--- src/rtl/t_flipflop_bank.sv ---
// t_flipflop_bank: WIDTH-bit T flip-flop bank with toggle, chained count, load and hold modes.
// Optional registered parity output and error injection when TFF_BANK_PARITY_EN is defined.
module t_flipflop_bank #(
    parameter int unsigned       WIDTH   = 4,
    parameter logic [WIDTH-1:0]  RST_VAL = '0,
    parameter logic [WIDTH-1:0]  CNT_MAX = {WIDTH{1'b1}}
) (
    input  logic             clk,
    input  logic             rst,
    input  logic [1:0]       mode,
    input  logic [WIDTH-1:0] t,
    input  logic [WIDTH-1:0] d,
    output logic [WIDTH-1:0] q,
    output logic [WIDTH-1:0] q_bar,
    output logic             tc,
    output logic             changed
`ifdef TFF_BANK_PARITY_EN
    ,
    input  logic             parity_err_inj,
    output logic             parity
`endif
);
    localparam logic [1:0] M_TOG = 2'b00;
    localparam logic [1:0] M_CNT = 2'b01;
    localparam logic [1:0] M_LD  = 2'b10;
    logic [WIDTH-1:0] r_q;
    logic [WIDTH-1:0] r_q_bar;
    logic             r_tc;
    logic             r_changed;
    logic [WIDTH-1:0] w_q_next;
    logic             w_wrap;
    // Counts at or above CNT_MAX (e.g. after a load) wrap to zero on the next enabled count.
    always_comb begin
        w_wrap   = (mode == M_CNT) && t[0] && (r_q >= CNT_MAX);
        w_q_next = (mode == M_TOG) ? r_q ^ t :
                   (mode == M_CNT) ? (t[0] ? (w_wrap ? '0 : r_q + WIDTH'(1)) : r_q) :
                   (mode == M_LD)  ? d : r_q;
    end
    always_ff @(posedge clk) begin
        if (rst) begin
            r_q       <= RST_VAL;
            r_q_bar   <= ~RST_VAL;
            r_tc      <= 1'b0;
            r_changed <= 1'b0;
        end else begin
            r_q       <= w_q_next;
            r_q_bar   <= ~w_q_next;
            r_tc      <= w_wrap;
            r_changed <= (w_q_next != r_q);
        end
    end
    assign q       = r_q;
    assign q_bar   = r_q_bar;
    assign tc      = r_tc;
    assign changed = r_changed;
`ifdef TFF_BANK_PARITY_EN
    logic r_parity;
    always_ff @(posedge clk) begin
        if (rst) r_parity <= ^RST_VAL;
        else     r_parity <= (^w_q_next) ^ parity_err_inj;
    end
    assign parity = r_parity;
`endif
endmodule

--- config.mk ---
export PLATFORM = sky130hd
export DESIGN_NAME = t_flipflop_bank
export DESIGN_NICKNAME = d
export VERILOG_FILES = /design/src/rtl/t_flipflop_bank.sv
export SDC_FILE = /design/constraint.sdc
export NUM_CORES = 1
export LEC_CHECK = 0
export BUFFER_PORTS_ARGS = -buffer_cell sky130_fd_sc_hd__buf_2
export CORE_MARGIN = 4
export CORE_UTILIZATION = 40
export DETAILED_ROUTE_END_ITERATION = 10
export GPL_TIMING_DRIVEN = 0
export PLACE_DENSITY_LB_ADDON = 0.25
export SYNTH_ARGS = -nofsm -noshare
export SYNTH_HDL_FRONTEND = slang
export SYNTH_SLANG_ARGS = --single-unit
--- constraint.sdc ---
create_clock -name clk -period 1.8 [get_ports clk]
set_clock_uncertainty 0.05 [all_clocks]
set_input_delay 0.18 -clock clk [delete_from_list [all_inputs] [get_ports clk]]
set_output_delay 0.18 -clock clk [all_outputs]
set_load 0.02 [all_outputs]
# Yosys cells after proc, flatten, opt, wreduce, memory -nomap -nowiden

Cells that the tools add are included.

Register bits after elaboration: 10
Output and inout bits: 10
Bits of input ports: 12
Logic and storage cells: 19

Reductions and logical operators: 3
Order comparisons: 1
Equal/unequal tests: 3
Add/sub/neg operators: 1
Bitwise gates (word level): 2
Mux-type cells: 5

Operators by type and width:

| operator                                                  | count |
|---|---|
| 2-to-1 mux 4 bit                                          | 5 |
| adder 4 x 1 -> 4 bit (second input constant)              | 1 |
| greater-or-equal comparator 4 bit (second input constant) | 1 |
| inequality test 4 bit                                     | 1 |
| NOT 4 bit                                                 | 1 |
| bitwise XOR 4 bit                                         | 1 |
| == test 2 x 1 -> 1 bit (second input constant)            | 1 |
| == test 2 bit (second input constant)                     | 1 |
| logical AND 1 bit                                         | 2 |
| zero test 2 bit                                           | 1 |

# Logic depth before layout (Yosys ltp)

Gate-level depths: netlist of run 1.

Depth in word-level cells: 8
Gate-level depth with buffers: 5

# Worst setup path after synthesis of run 1

Ideal clock, no wire load.

Path type: register to register
From: reg r_q[1] (netlist: q[1])
To: reg r_q_bar[3] (netlist: q_bar[3])
Setup time: 0.124 ns
Stages on the path, launching flop included: 5
Data required time: 1.626 ns
Path slack: 0.080 ns
Arrival time: 1.545 ns
Cells stage by stage: dfxtp_1 > clkbuf_1 > nand4_1 > a211o_1 > a2111o_1

Word-level cells in the longest chain between the ends: 7

Ends and longest elaborated chain:

| element                           | RTL line | source |
|---|---|---|
| from (decl)                       | 26       | `logic [WIDTH-1:0] r_q;` |
| from (signal assigned)            | 46       | `r_q <= w_q_next;` |
| greater-or-equal comparator 4 bit | 34       | `w_wrap = (mode == M_CNT) && t[0] && (r_q >= CNT_MAX);` |
| logical AND 1 bit                 | 34       |  |
| 2-to-1 mux 4 bit * (3 in series)  | 36       | `(mode == M_CNT) ? (t[0] ? (w_wrap ? '0 : r_q + WIDTH'(1)) : r_q) :` |
| 2-to-1 mux 4 bit *                | 35       | `w_q_next = (mode == M_TOG) ? r_q ^ t :` |
| NOT 4 bit *                       | 47       | `r_q_bar <= ~w_q_next;` |
| to (signal assigned)              | 42       | `r_q_bar <= ~RST_VAL;` |
| to (signal assigned)              | 47       |  |
| to (decl)                         | 27       | `logic [WIDTH-1:0] r_q_bar;` |

Mark *: on every way between the ends. The rest lies on a longest branch, timed or not.
A chain may end at the register's enable or synchronous reset.

# Final worst setup path of run 1

Same ends and word-level chain as after synthesis.

==> impl_summary.txt, run 1 <==
----------------------------------------------------
[Yosys]
  Warnings from Yosys ... 0
  Adder-Cell Fraction of Synth Area ... 0.0213
  Synth top cells by count ... sky130_fd_sc_hd__dfxtp_1 (10), sky130_fd_sc_hd__nand2_1 (9), sky130_fd_sc_hd__nor2_1 (5), sky130_fd_sc_hd__a21oi_1 (4), sky130_fd_sc_hd__inv_1 (4)
  Top cells by area in the synthesized netlist ... sky130_fd_sc_hd__dfxtp_1 (34%), sky130_fd_sc_hd__nand2_1 (5.7%), sky130_fd_sc_hd__a2111o_1 (3.8%), sky130_fd_sc_hd__a21oi_1 (3.4%), sky130_fd_sc_hd__nor2_1 (3.2%)
  Most frequently used flop master after synthesis ... sky130_fd_sc_hd__dfxtp_1
  Flops & latches, synth ... 10
  Average cell area after synthesis ... 8.06 um2
  Cell taking the most area after synthesis ... sky130_fd_sc_hd__dfxtp_1
  Share of synthesized area spent on multiplexers ... 0
  Summed instance area of the synthesized netlist ... 588 um2
  Number of distinct library cells after synthesis ... 34
  Dominant combinational cell family by area after synthesis ... compound AO/OA/AOI/OAI gates
  Share of flip-flops with an asynchronous set or reset ... 0
  Count of flip-flops with a built-in enable after synthesis ... 0
  Syn nets ... 86
  Xor and xnor area share after synthesis ... 0.0298
  Most common cell in the synthesized netlist ... sky130_fd_sc_hd__dfxtp_1
  Count of mapped cells out of synthesis ... 73
  Compound-gate portion of the synthesized area ... 0.306
  Fraction of post-synthesis cell area in the top cell type by area ... 0.340
  Simple-gate share of the synthesized area ... 0.240
  Share of synthesized area occupied by flip-flops and latches ... 0.340

[GRT]
  Antenna violations before repair ... 0
  Vias in the first global route ... about 550
  Overall overflow remaining after global route ... 0
  First-pass GRT wire length ... 2340 um
  GRT Resource Usage Total ... 0.155
  Maximum number of pins on one net before global-route repair ... 11

[Floorplan]
  Height of the chip ... 46.3 um
  Die width ... 46.3 um
  Top-level I/O count ... 22
  Core ar. ... between 0.001 and 0.0015 mm2
  Initial Utilization ... 0.436
  DIE AREA ... 0.00215 mm2
  Rows ... 13

[Cells and area]
  Antenna cells ... 0
  Sequential cell area in the final layout ... 200 um2
  Number of nets in the final layout ... 111
  Share of final-layout standard cells stronger than drive strength 1 ... 0.320
  Area occupied by multi-input gates ... around 350 um2
  Number of fillers in the final layout ... 128
  Growth of design area from synthesis to finish ... 26.6%

[STA]
  Share of the cycle needed by the critical path after routing ... 0.910
  Tightest slew margin relative to the limit ... 0.789
  Setup repair after global routing missed its margin ... false
  Max Transition Viols Final ... 0
  Minimum clock period after layout ... between 1500 and 2000 ps
  Worst-Margin Slew ... 309 ps
  F_max ... 611 MHz
  Number of setup violations in the final report ... 0
  Final critical-path setup slack ... 162 ps
  Sum of negative setup slack ... 0 ps
  Final hold violation count ... 0

[Placed design]
  Number of port buffers ... 20
  Final weighted congestion in routability-driven placement ... between 0.8 and 0.9
  Worst slack at placement ... 66.8 ps
  Placed wire-length estimate after detailed placement ... 1130 um

[Drt]
  DRT iter0 DRCs ... 12
  Number of vias per cell after detailed routing ... 5.61
  Wirelength per Cell ... approximately 13 um
  Number of nets with antenna violations after routing ... 0
  Number of DRC violations after detailed routing ... 0
  DR vias ... 628
  Wire length reported by the detailed router ... 1430 um
  Pre-antenna DRT Iters ... 4

[Clocking]
  Post-CTS Hold Buffers ... 0
  Number of CTS-inserted buffers ... 3
  H-tree depth ... 1
  Number of sinks driven by the clock tree ... 10
  CTS Buffer Depth ... 2
  Clock tree from TritonCTS ... built
  Clock-pin transition on the worst setup and hold timing paths ... ~70 ps
  Root Buffer ... sky130_fd_sc_hd__clkbuf_4
  Clock latency of the later-clocked register in the worst-skew pair ... 260 ps

[Pwr]
  Static Leak ... 0.330 nW
  Peak supply drop ... 0.426 mV
  Cell Pwr Density ... 796 mW/mm2
  Final Total Pwr ... 593 uW

[Critical path]
  Sort of element at the start of the critical path ... flop
  CP max FO ... 7
  Startpoint-to-endpoint class of the critical path ... reg2reg
  CP Capture Type ... flop
  Critical path data required time ... 1900 ps
  Critical path arrival ... 1740 ps

[Status]
  Run status ... finished clean

[Min path]
  Worst hold-check path type ... in2reg

[Job]
  Max-cap violations ... 0

----------------------------------------------------
[report_power, final]
part           switching (mW)  internal [mW]  leakage, nW
logic                  0.0810         0.0593        0.226
registers              0.0129          0.239       0.0829
clock network          0.0777          0.123       0.0210
[stage by stage]
stage,area (um2),std cells,hold slack [ps],util
after floorplan,588,73,311,-
after global placement,707,108,438,0.524
after detailed placement,707,108,446,0.524
after CTS,743,112,160,0.551
after global routing,744,112,166,0.551
final,744,112,162,0.551
[critical path: stages (launching register included)]
cell and delay [ps]:
sky130_fd_sc_hd__dfxtp_1 350, sky130_fd_sc_hd__clkbuf_2 200, sky130_fd_sc_hd__nand4_1 160, sky130_fd_sc_hd__a211o_1 350
sky130_fd_sc_hd__a2111o_1 420
[layout by cell type (no fill, tap or decap), types with 2 or more instances in the layout]
master                     instances
sky130_fd_sc_hd__nor3_1            3
sky130_fd_sc_hd__or3_1             2
sky130_fd_sc_hd__nor2_1            5
sky130_fd_sc_hd__nand2_1           9
sky130_fd_sc_hd__o22ai_1           3
sky130_fd_sc_hd__a31oi_1           2
sky130_fd_sc_hd__xor2_1            2
sky130_fd_sc_hd__inv_1             4
sky130_fd_sc_hd__o21ai_0           3
sky130_fd_sc_hd__dfxtp_1          10
sky130_fd_sc_hd__a21oi_1           4
sky130_fd_sc_hd__clkbuf_4          3
sky130_fd_sc_hd__nor2b_1           2
sky130_fd_sc_hd__a2111o_1          2
sky130_fd_sc_hd__buf_2            22
[path summary, 6_finish.rpt]
kind / from / end / slack [ps] / cells past startpoint
setup / recovery: q[1] / q_bar[3] / 160 / 4
hold / removal: rst / q[3] / 160 / 2
hold reg to reg: q[3] / tc / 480 / 2
setup reg to reg: q[1] / q_bar[3] / 160 / 4
[flip-flops by register name (all words and copies together) (netlist names)]
| name | flops |
|---|---|
| q_bar | 4 |
| q | 4 |
| tc | 1 |
| changed | 1 |
[metal layers]
layer / wire (um) / part of all wire / up-vias / global-route usage
li1: - / - / 322 / -
met1: 616 / 0.43 / 284 / 0.179
met2: 687 / 0.48 / 20 / 0.250
met3: 117 / 0.082 / 2 / 0.0703
met4: 11 / 0.0077 / 0 / 0.0568
met5: 0 / 0 / - / 0
[what timing repair did]
item,CTS,global route
endpoints found under the setup margin,0,2
gates resized for setup,0,2
setup buffers,0,0
[final cells by class]
class	count	share of cell area
Buffer	4	0.0303
Clock buffer	4	0.0487
Inverter	4	0.0202
Multi-Input combinational cell	55	0.472
Sequential cell	10	0.269
Tap cell	15	0.0252
Timing Repair Buffer	20	0.134
[cells by family (layout without fill, tap and decap cells)]
kind of cell             Yosys count  count (layout)
adder cells (fa/ha/maj)            1               1
XOR/XNOR                           2               2
AND/OR/NAND/NOR                   28              28
flip-flops                        10              10
AO/OA/AOI/OAI                     24              24
buffers and inverters              8              32
No activity file was read; power rests on OpenSTA's default activity.
==> run 2: changes to the inputs <==
Settings changed: CAP_MARGIN from default to 10, CORE_AREA from default to 4 4 41 43, CORE_MARGIN 4 to default, CORE_UTILIZATION 40 to default, DIE_AREA from default to 0 0 45 47.
==> run 2 against run 1 <==
Power fell by 7.3%. Critical path depth did not move. Worst hold slack got worse by 5.5 ps. Via count rose by 3.0%. Clock power fell by 22%. Count of clock-buffer cells in the layout fell by 1. First-iteration DRC count rose by 33%. Die area fell by 1.5%. Sequential power barely moved. Register-to-register slack got worse by 40 ps. Combinational power barely moved. Final cell count fell by 0.89%.
==> impl_summary.txt, run 2 (synthesized netlist as in run 1, its figures left out) <==
----------------------------------------------------
[Cells and area]
  Growth of design area from synthesis to finish ... 24.3%
  Number of fillers in the final layout ... 133
  Post-route cell area ... 731 um2
  Number of nets in the final layout ... approximately 110
  Antenna cells ... 0
  Most used cells in the layout excluding fill and tap cells ... sky130_fd_sc_hd__buf_2 (22), sky130_fd_sc_hd__dfxtp_1 (10), sky130_fd_sc_hd__nand2_1 (9)
  Most common cell after layout, fill and taps aside ... sky130_fd_sc_hd__buf_2
  Share of final-layout standard cells stronger than drive strength 1 ... 0.313

[Drt]
  Number of nets with antenna violations after routing ... 0
  Number of vias per cell after detailed routing ... 5.83
  Number of DRC violations after detailed routing ... 0
  Wire length reported by the detailed router ... 1470 um
  Pre-antenna DRT Iters ... 4
  DR vias ... 647
  DRT iter0 DRCs ... 16
  Wirelength per Cell ... approximately 13 um

[STA]
  Minimum hold slack ... 157 ps
  Final hold violation count ... 0
  Setup repair after global routing missed its margin ... false
  Worst-Margin Slew ... between 200 and 300 ps
  Final critical-path setup slack ... about 130 ps
  Tightest slew margin relative to the limit ... 0.795
  Minimum clock period after layout ... ~1700 ps
  Number of setup violations in the final report ... 0
  Max Transition Viols Final ... 0
  Share of the cycle needed by the critical path after routing ... 0.930
  Sum of negative setup slack ... 0 ps
  F_max ... 597 MHz

[GRT]
  Overall overflow remaining after global route ... 0
  GRT Resource Usage Total ... 0.158
  First-pass GRT wire length ... approximately 2400 um
  Antenna violations before repair ... 0
  Maximum number of pins on one net before global-route repair ... 11
  Vias in the first global route ... 568

[Floorplan]
  Die width ... approximately 45 um
  Core ar. ... 0.00130 mm2
  Initial Utilization ... 0.452
  Top-level I/O count ... 22
  Rows ... 13
  Height of the chip ... 47 um
  DIE AREA ... 0.00212 mm2

[Critical path]
  Critical path arrival ... 1770 ps
  Longest individual stage delay on the worst path ... between 400 and 500 ps
  Crit-path slowest cell ... sky130_fd_sc_hd__a2111o_1
  CP Capture Type ... flop
  Critical path data required time ... 1890 ps
  CP max FO ... 7
  Startpoint-to-endpoint class of the critical path ... reg2reg
  Sort of element at the start of the critical path ... flop
  Ordered list of cells on the worst path ... clkbuf_2, nand4_1, a211o_1, a2111o_1

[Pwr]
  Peak supply drop ... 0.396 mV
  Static Leak ... 0.322 nW
  Cell Pwr Density ... about 750 mW/mm2

[Clocking]
  Number of sinks driven by the clock tree ... 10
  Setup bufs post-CTS ... 0
  Number of CTS-inserted buffers ... 3
  CTS Buffer Depth ... 2
  Root Buffer ... sky130_fd_sc_hd__clkbuf_4
  H-tree depth ... 1
  Clock latency of the later-clocked register in the worst-skew pair ... 270 ps
  Clock tree from TritonCTS ... built
  Clock-pin transition on the worst setup and hold timing paths ... 70 ps

[Status]
  Run status ... finished clean

[Placed design]
  Number of port buffers ... 20
  Dpl cell area ... 707 um2
  Final weighted congestion in routability-driven placement ... 0.879
  Placed wire-length estimate after detailed placement ... 1160 um
  Worst slack at placement ... 37.2 ps

[Job]
  Max-cap violations ... 0

[Min path]
  Worst hold-check path type ... in2reg

----------------------------------------------------
run 2: cell types whose count changed in the layout (fill, tap and decap cells not counted):
cell / delta
sky130_fd_sc_hd__clkbuf_8: -1
run 2: what timing repair did:
action,4_1_cts,5_1_grt
setup endpoints to repair,0,2
gates resized for setup,0,2
endpoints found under the hold margin,0,0
hold buffers,0,0
run 2: routing by layer:
| layer | wire, um | global-route usage | vias to the layer above |
|---|---|---|---|
| met5 | 0 | 0 | - |
| met4 | 11 | 0.0994 | 0 |
| met3 | 113 | 0.0536 | 2 |
| met2 | 688 | 0.243 | 25 |
| met1 | 657 | 0.188 | 298 |
| li1 | - | - | 322 |
run 2: worst paths after layout:
check | to | start | depth (start not counted) | slack (ps)
max reg2reg | q_bar[3] | q[1] | 4 | 130
min reg2reg | tc | q[3] | 2 | 490
max | q_bar[3] | q[1] | 4 | 130
min | q[1] | rst | 2 | 160
run 2: critical path, delay by kind of cell (launching register included):
kind	cells	cell delay, ps
AND/OR/NAND/NOR	1	160
buffers and inverters	1	200
AO/OA/AOI/OAI	2	780
flip-flops	1	360
run 2: cell type report:
class                   instances  area (um2)  area share
flip-flops and latches         10         200       0.274
repair buffers                 20         100       0.137
inverters                       4        15.0      0.0205
clock buffers                   3        22.5      0.0308
well taps                      15        18.8      0.0257
plain buffers                   4        22.5      0.0308
multi-input cells              55         352       0.481
run 2: where the power goes:
group	leakage [nW]	switching, mW	total, mW	internal [mW]
registers	0.0829	0.0135	0.252	0.239
clock network	0.0138	0.0787	0.156	0.0772
logic	0.226	0.0814	0.141	0.0596
run 2: through the flow:
step / instances / power [mW] / utilization
floorplan: 73 / 0.349 / -
global placement: 108 / 0.394 / 0.543
detailed placement: 108 / 0.398 / 0.543
CTS: 111 / 0.551 / 0.561
global route: 111 / 0.583 / 0.562
finish: 111 / 0.549 / 0.562
